===== config.mk =====
export PLATFORM = sky130hd
export DESIGN_NAME = in_buf_tap_cal
export DESIGN_NICKNAME = d
export VERILOG_FILES = /design/src/rtl/in_buf_tap_cal.sv
export SDC_FILE = /design/constraint.sdc
export NUM_CORES = 1
export LEC_CHECK = 0
export BUFFER_PORTS_ARGS = -buffer_cell sky130_fd_sc_hd__buf_4
export CORE_UTILIZATION = 33
export CTS_CLUSTER_DIAMETER = 60
export CTS_CLUSTER_SIZE = 20
export DETAILED_ROUTE_END_ITERATION = 10
export PLACE_DENSITY_LB_ADDON = 0.25
export SLEW_MARGIN = 0
export SYNTH_ARGS = -nofsm -noshare
export SYNTH_HDL_FRONTEND = slang
export SYNTH_SLANG_ARGS = --single-unit

===== constraint.sdc =====
create_clock -name clk -period 6.01 [get_ports clk]
set_clock_uncertainty 0.15 [all_clocks]
set_input_delay 0.3005 -clock clk [delete_from_list [all_inputs] [get_ports clk]]
set_output_delay 0.3005 -clock clk [all_outputs]
set_load 0.01 [all_outputs]

===== src/rtl/in_buf_tap_cal.sv =====
// in_buf_tap_cal: calibration controller for one buffered differential input lane.
// It sweeps every IDELAY tap while the sender drives a 1010... training pattern,
// grades each tap pass/fail, locates the longest contiguous passing run (the eye),
// and loads the eye's centre tap as the final delay.
//
// Ports:
//   clk, rst          system clock; asynchronous active-high reset
//   start             single-cycle calibration request, ignored while busy
//   idelay_rdy        IDELAYCTRL ready (clk domain); dropping it aborts a sweep
//   sample_in         delayed lane sample, registered in the clk domain
//   dly_ld, dly_tap   one-cycle load strobe and tap value for the delay primitive
//   busy, done, fail  status; done/fail held until the next accepted start
//   tap_sel           final selected tap
//   eye_start, eye_len  first tap and length of the best eye
module in_buf_tap_cal #(
  parameter int TAP_W       = 5,
  parameter int NUM_TAPS    = 32,
  parameter int SETTLE_CYC  = 16,
  parameter int WIN_CYC     = 256,
  parameter int MIN_EYE     = 3,
  parameter int DEFAULT_TAP = 0
) (
  input  logic             clk,
  input  logic             rst,
  input  logic             start,
  input  logic             idelay_rdy,
  input  logic             sample_in,
  output logic             dly_ld,
  output logic [TAP_W-1:0] dly_tap,
  output logic             busy,
  output logic             done,
  output logic             fail,
  output logic [TAP_W-1:0] tap_sel,
  output logic [TAP_W-1:0] eye_start,
  output logic [TAP_W:0]   eye_len
);

  localparam int CNT_MAX = (WIN_CYC > SETTLE_CYC) ? WIN_CYC : SETTLE_CYC;
  localparam int CNT_W   = (CNT_MAX > 1) ? $clog2(CNT_MAX) : 1;
  localparam logic [TAP_W-1:0] LAST_TAP = TAP_W'(NUM_TAPS - 1);
  localparam logic [TAP_W-1:0] DEF_TAP  = TAP_W'(DEFAULT_TAP);

  typedef enum logic [2:0] {
    S_IDLE, S_WAIT_RDY, S_LOAD, S_SETTLE, S_CHECK, S_NEXT, S_APPLY
  } state_t;

  state_t             state_q, state_d;
  logic [TAP_W-1:0]   tap_q, tap_d;
  logic [CNT_W-1:0]   cnt_q, cnt_d;
  logic               prev_q, prev_d;
  logic               bad_q, bad_d;
  logic [TAP_W-1:0]   cur_start_q, cur_start_d, best_start_q, best_start_d;
  logic [TAP_W:0]     cur_len_q, cur_len_d, best_len_q, best_len_d;
  logic               dly_ld_q, dly_ld_d;
  logic [TAP_W-1:0]   dly_tap_q, dly_tap_d;
  logic               busy_q, busy_d, done_q, done_d, fail_q, fail_d;
  logic [TAP_W-1:0]   tap_sel_q, tap_sel_d, eye_start_q, eye_start_d;
  logic [TAP_W:0]     eye_len_q, eye_len_d;

  logic               abort;
  logic [TAP_W:0]     run_len;
  logic [TAP_W-1:0]   run_start;
  logic [TAP_W:0]     centre;

  always_comb begin
    state_d      = state_q;
    tap_d        = tap_q;
    cnt_d        = cnt_q;
    prev_d       = prev_q;
    bad_d        = bad_q;
    cur_start_d  = cur_start_q;
    cur_len_d    = cur_len_q;
    best_start_d = best_start_q;
    best_len_d   = best_len_q;
    dly_ld_d     = 1'b0;
    dly_tap_d    = dly_tap_q;
    busy_d       = busy_q;
    done_d       = done_q;
    fail_d       = fail_q;
    tap_sel_d    = tap_sel_q;
    eye_start_d  = eye_start_q;
    eye_len_d    = eye_len_q;
    abort        = 1'b0;
    run_len      = cur_len_q;
    run_start    = cur_start_q;
    centre       = '0;

    case (state_q)
      S_IDLE: if (start) begin
        state_d      = S_WAIT_RDY;
        busy_d       = 1'b1;
        done_d       = 1'b0;
        fail_d       = 1'b0;
        tap_d        = '0;
        cur_start_d  = '0;
        cur_len_d    = '0;
        best_start_d = '0;
        best_len_d   = '0;
      end
      S_WAIT_RDY: if (idelay_rdy) state_d = S_LOAD;
      S_LOAD: begin
        if (!idelay_rdy) abort = 1'b1;
        else begin
          state_d = S_SETTLE;
          cnt_d   = '0;
          bad_d   = 1'b0;
        end
      end
      S_SETTLE: begin
        if (!idelay_rdy) abort = 1'b1;
        else if (cnt_q == CNT_W'(SETTLE_CYC - 1)) begin
          state_d = S_CHECK;
          cnt_d   = '0;
        end else cnt_d = cnt_q + 1'b1;
      end
      S_CHECK: begin
        if (!idelay_rdy) abort = 1'b1;
        else begin
          // first window cycle only seeds prev; every later cycle must toggle
          prev_d = sample_in;
          if (cnt_q != '0 && sample_in == prev_q) bad_d = 1'b1;
          if (cnt_q == CNT_W'(WIN_CYC - 1)) state_d = S_NEXT;
          else cnt_d = cnt_q + 1'b1;
        end
      end
      S_NEXT: begin
        if (!idelay_rdy) abort = 1'b1;
        else begin
          if (!bad_q) begin
            if (cur_len_q == '0) run_start = tap_q;
            run_len = cur_len_q + 1'b1;
          end
          // a run closes on a failing tap or at the end of the sweep;
          // strict compare keeps the earlier eye on a tie
          if (bad_q || tap_q == LAST_TAP) begin
            if (run_len > best_len_q) begin
              best_len_d   = run_len;
              best_start_d = run_start;
            end
            cur_len_d = '0;
          end else begin
            cur_len_d   = run_len;
            cur_start_d = run_start;
          end
          if (tap_q == LAST_TAP) state_d = S_APPLY;
          else begin
            tap_d   = tap_q + 1'b1;
            state_d = S_LOAD;
          end
        end
      end
      S_APPLY: begin
        state_d = S_IDLE;
        busy_d  = 1'b0;
      end
      default: state_d = S_IDLE;
    endcase

    if (abort) state_d = S_APPLY;

    // strobes and results are registered on entry so they line up with
    // the LOAD / APPLY cycle itself
    if (state_d == S_LOAD) begin
      dly_ld_d  = 1'b1;
      dly_tap_d = tap_d;
    end else if (state_d == S_APPLY) begin
      dly_ld_d = 1'b1;
      if (abort) begin
        eye_start_d = '0;
        eye_len_d   = '0;
        tap_sel_d   = DEF_TAP;
        fail_d      = 1'b1;
      end else begin
        eye_start_d = best_start_d;
        eye_len_d   = best_len_d;
        centre      = {1'b0, best_start_d} + ((best_len_d - 1'b1) >> 1);
        if (best_len_d >= (TAP_W+1)'(MIN_EYE)) begin
          tap_sel_d = centre[TAP_W-1:0];
          done_d    = 1'b1;
        end else begin
          tap_sel_d = DEF_TAP;
          fail_d    = 1'b1;
        end
      end
      dly_tap_d = tap_sel_d;
    end
  end

  always_ff @(posedge clk or posedge rst) begin
    if (rst) begin
      state_q      <= S_IDLE;
      tap_q        <= '0;
      cnt_q        <= '0;
      prev_q       <= 1'b0;
      bad_q        <= 1'b0;
      cur_start_q  <= '0;
      cur_len_q    <= '0;
      best_start_q <= '0;
      best_len_q   <= '0;
      dly_ld_q     <= 1'b0;
      dly_tap_q    <= DEF_TAP;
      busy_q       <= 1'b0;
      done_q       <= 1'b0;
      fail_q       <= 1'b0;
      tap_sel_q    <= DEF_TAP;
      eye_start_q  <= '0;
      eye_len_q    <= '0;
    end else begin
      state_q      <= state_d;
      tap_q        <= tap_d;
      cnt_q        <= cnt_d;
      prev_q       <= prev_d;
      bad_q        <= bad_d;
      cur_start_q  <= cur_start_d;
      cur_len_q    <= cur_len_d;
      best_start_q <= best_start_d;
      best_len_q   <= best_len_d;
      dly_ld_q     <= dly_ld_d;
      dly_tap_q    <= dly_tap_d;
      busy_q       <= busy_d;
      done_q       <= done_d;
      fail_q       <= fail_d;
      tap_sel_q    <= tap_sel_d;
      eye_start_q  <= eye_start_d;
      eye_len_q    <= eye_len_d;
    end
  end

  assign dly_ld    = dly_ld_q;
  assign dly_tap   = dly_tap_q;
  assign busy      = busy_q;
  assign done      = done_q;
  assign fail      = fail_q;
  assign tap_sel   = tap_sel_q;
  assign eye_start = eye_start_q;
  assign eye_len   = eye_len_q;

endmodule


==> reports/qor.csv <==
metric;value;unit
relSlewSlack;25.50;%
crit_type;flip-flop to flip-flop;
yosysSeqAreaShare;42.54;%
synth.most_common_cell;dfrtp_1;
synthTopCellsByCount;dfrtp_1 (65), nand2_1 (58), o21ai_0 (35);
tns;0;ns
numCtsBuffers;9;
clkTransAtPathRegs;0.06;ns
dieArea;12020;sq um
antenna_found_initial;0;
path_max_fanout;10;
cts_tree;done;
fin_crit;4.844;ns
finalCritPeriodShare;80.60;%
drc;0;
worst_slew_pin_slew;1.106;ns
drtIter0Drc;171;
cts_setup_buffers;0;
irDropWorstVdd;0.1394;mV
ys_seq_elements;65;
slew_violations;0;
async_flop_share;100.0;%
finalHoldViolCount;0;
syn_area;3824;sq um
hold_buffers;0;
holdWs;0.06011;ns
dp_cells;563;
worstReg2RegStart;cur_len_q[0];
place_congestion;0.8019;
synth.top_cell.area_share;42.54;%
wl_per_cell;15.34;um
drive_above_1_share;14.58;%
synth_flop_cell;dfrtp_1;
setup_viol;0;
regToRegSetupSlack;1.17;ns
grt_max_degree;66;
crit_path_start_kind;flip-flop;
ctsLongestPathBuffers;2;
avgSynthCellArea;9.349;sq um
syn_nets;432;
ys_types;59;
r2r_end;dly_tap[4];
final_util;39.99;%
start_util;34.52;%
critPathMaxStageDelay;0.49;ns
design.core.area;11080;sq um
grt_pass1_wl;14.68;mm
yosys-top-cells-area;dfrtp_1 (43%), nand2_1 (5.7%), ha_1 (5.6%), o21ai_0 (4.6%), mux2i_1 (4.5%);
crit_chain;ha_1, nor2b_1, xnor2_1, inv_1, ha_1, nand4_1, o21bai_1, a31oi_4, mux2i_1, inv_1, ha_1, xor2_1, inv_1, fa_1, inv_1, a21o_1, a21oi_1, xnor2_1, xnor2_1, o21ai_1;
chipHeight;109.6;um
yosysTopAreaCell;dfrtp_1;
nets;457;
vias;2994;
cts-root-buf;clkbuf_16;
postSynthCellCount;409;
port_buffers;29;
pin_count;30;
insertion_delay;0.34;ns
cts_sinks;65;
die_w;109.6;um
rows;38;
p_leak;2.053;nW
rsz0062_at_grt;false;
status;completed;
cp.required;6.07;ns
drtAntennaViolNets;0;
wl;8.879;mm
syn_to_final_growth;15.87;%
endpoint_kind;flip-flop;
gr-total-overflow;0;
arrival;4.91;ns
first_pass_iters;4;
slowest_stage;dfrtp_1;
yosysWarnings;0;
dp_hpwl;6.325;mm
diodes;0;
fin_cells;579;
grt_pass1_vias;2865;
power_density;382.6;nW/um^2
hp-class;input pin to async pin;
synth_edf_count;0;
htreeDepth;3;
max_freq;0.2064;GHz
rr_worst_depth;20;
cap_violations;0;
path_common_cell;inv_1;
routed_via_density;5.171;
track_usage;16.35;%
cts_resized;0;
==> logic make-up (layout without fill, tap and decap cells) <==
| group | after synthesis | count (layout) | share of synthesized area, % |
|---|---|---|---|
| buf+inv | 50 | 80 | 6.119 |
| compound gates | 108 | 108 | 18.78 |
| mux | 18 | 18 | 4.745 |
| fa+ha+maj | 18 | 18 | 6.086 |
| flops | 65 | 65 | 42.54 |
| xor+xnor | 15 | 15 | 3.632 |
| simple gates | 135 | 135 | 18.10 |
==> worst max path at each step <==
stage	start	depth (start not counted)	end	slack, ns
final	cur_len_q[0]	20	dly_tap[4]	1.17
after global routing	cur_len_q[1]	20	dly_tap[4]	0.81
after CTS	cur_len_q[0]	20	dly_tap[4]	1.13
after detailed placement	cur_len_q[0]	20	dly_tap[4]	1.16
after floorplan	cur_len_q[1]	23	dly_tap[4]	1.61
after global placement	cur_len_q[0]	20	dly_tap[4]	1.27
==> sequential cells by signal, summed over array words and instances (netlist names) <==
register	cells
bad_q	1
best_len_q	6
best_start_q	5
busy	1
cnt_q	8
cur_len_q	6
cur_start_q	5
dly_ld	1
dly_tap	5
done	1
eye_len	6
eye_start	5
fail	1
prev_q	1
state_q	3
tap_q	5
tap_sel	5
==> layout make-up <==
type,count,area (sq um)
Fill cell,1109,6648
Timing Repair Buffer,32,240.2
Tap cell,140,175.2
Inverter,32,120.1
Sequential cell,65,1627
Clock buffer,10,239.0
Clock inverter,6,66.31
Multi-Input combinational cell,294,1963
==> worst max-delay path: cells and delay by family, from the launching register on <==
family,cells,cell delay (ns)
xor gates and xnor gates,4,0.84
adders and majority gates,4,1.17
buffers and inverters,4,0.33
DFF,1,0.49
and+or+nand+nor,2,0.58
muxes,1,0.38
AOI/OAI and AO/OA,5,0.75
==> routing by layer <==
layer,track usage [%],up-vias,wire length (um)
met3,2.549,16,278
met5,0,-,0
met2,25.38,53,4138
met4,8.952,0,210
met1,21.79,1431,4252
li1,-,1494,-
==> stage by stage <==
stage | total power, mW | setup WS (ns) | instance area (sq um)
CTS | 1.711 | 1.132 | 4431
detailed placement | 1.163 | 1.163 | 4125
floorplan | 1.015 | 1.606 | 3824
global route | 1.807 | 0.8059 | 4431
global placement | 1.158 | 1.274 | 4125
finish | 1.695 | 1.166 | 4431
==> cell usage in the layout (no fill, tap or decap), types with 3 or more instances in the layout <==
cell / instances
dfrtp_1: 65
nand2_1: 58
o21ai_0: 35
buf_4: 32
inv_1: 31
nor2_1: 19
a21oi_1: 18
mux2i_1: 17
ha_1: 17
a22o_1: 11
nor2b_1: 10
nand3_1: 10
clkbuf_16: 9
xor2_1: 8
a31oi_1: 7
o31ai_1: 7
nand2b_1: 6
xnor2_1: 6
nor3_1: 5
nand4_1: 4
a21o_1: 4
and3_1: 4
a211oi_1: 3
o22ai_1: 3
o21ai_1: 3
clkinvlp_4: 3
==> report_power, final <==
| part | total (mW) | internal, mW | switching, mW | leakage [nW] |
|---|---|---|---|---|
| registers | 0.603 | 0.502 | 0.101 | 0.887 |
| logic | 0.553 | 0.210 | 0.343 | 1.02 |
| clock network | 0.539 | 0.333 | 0.206 | 0.141 |
(Power assumes the default switching activity.)
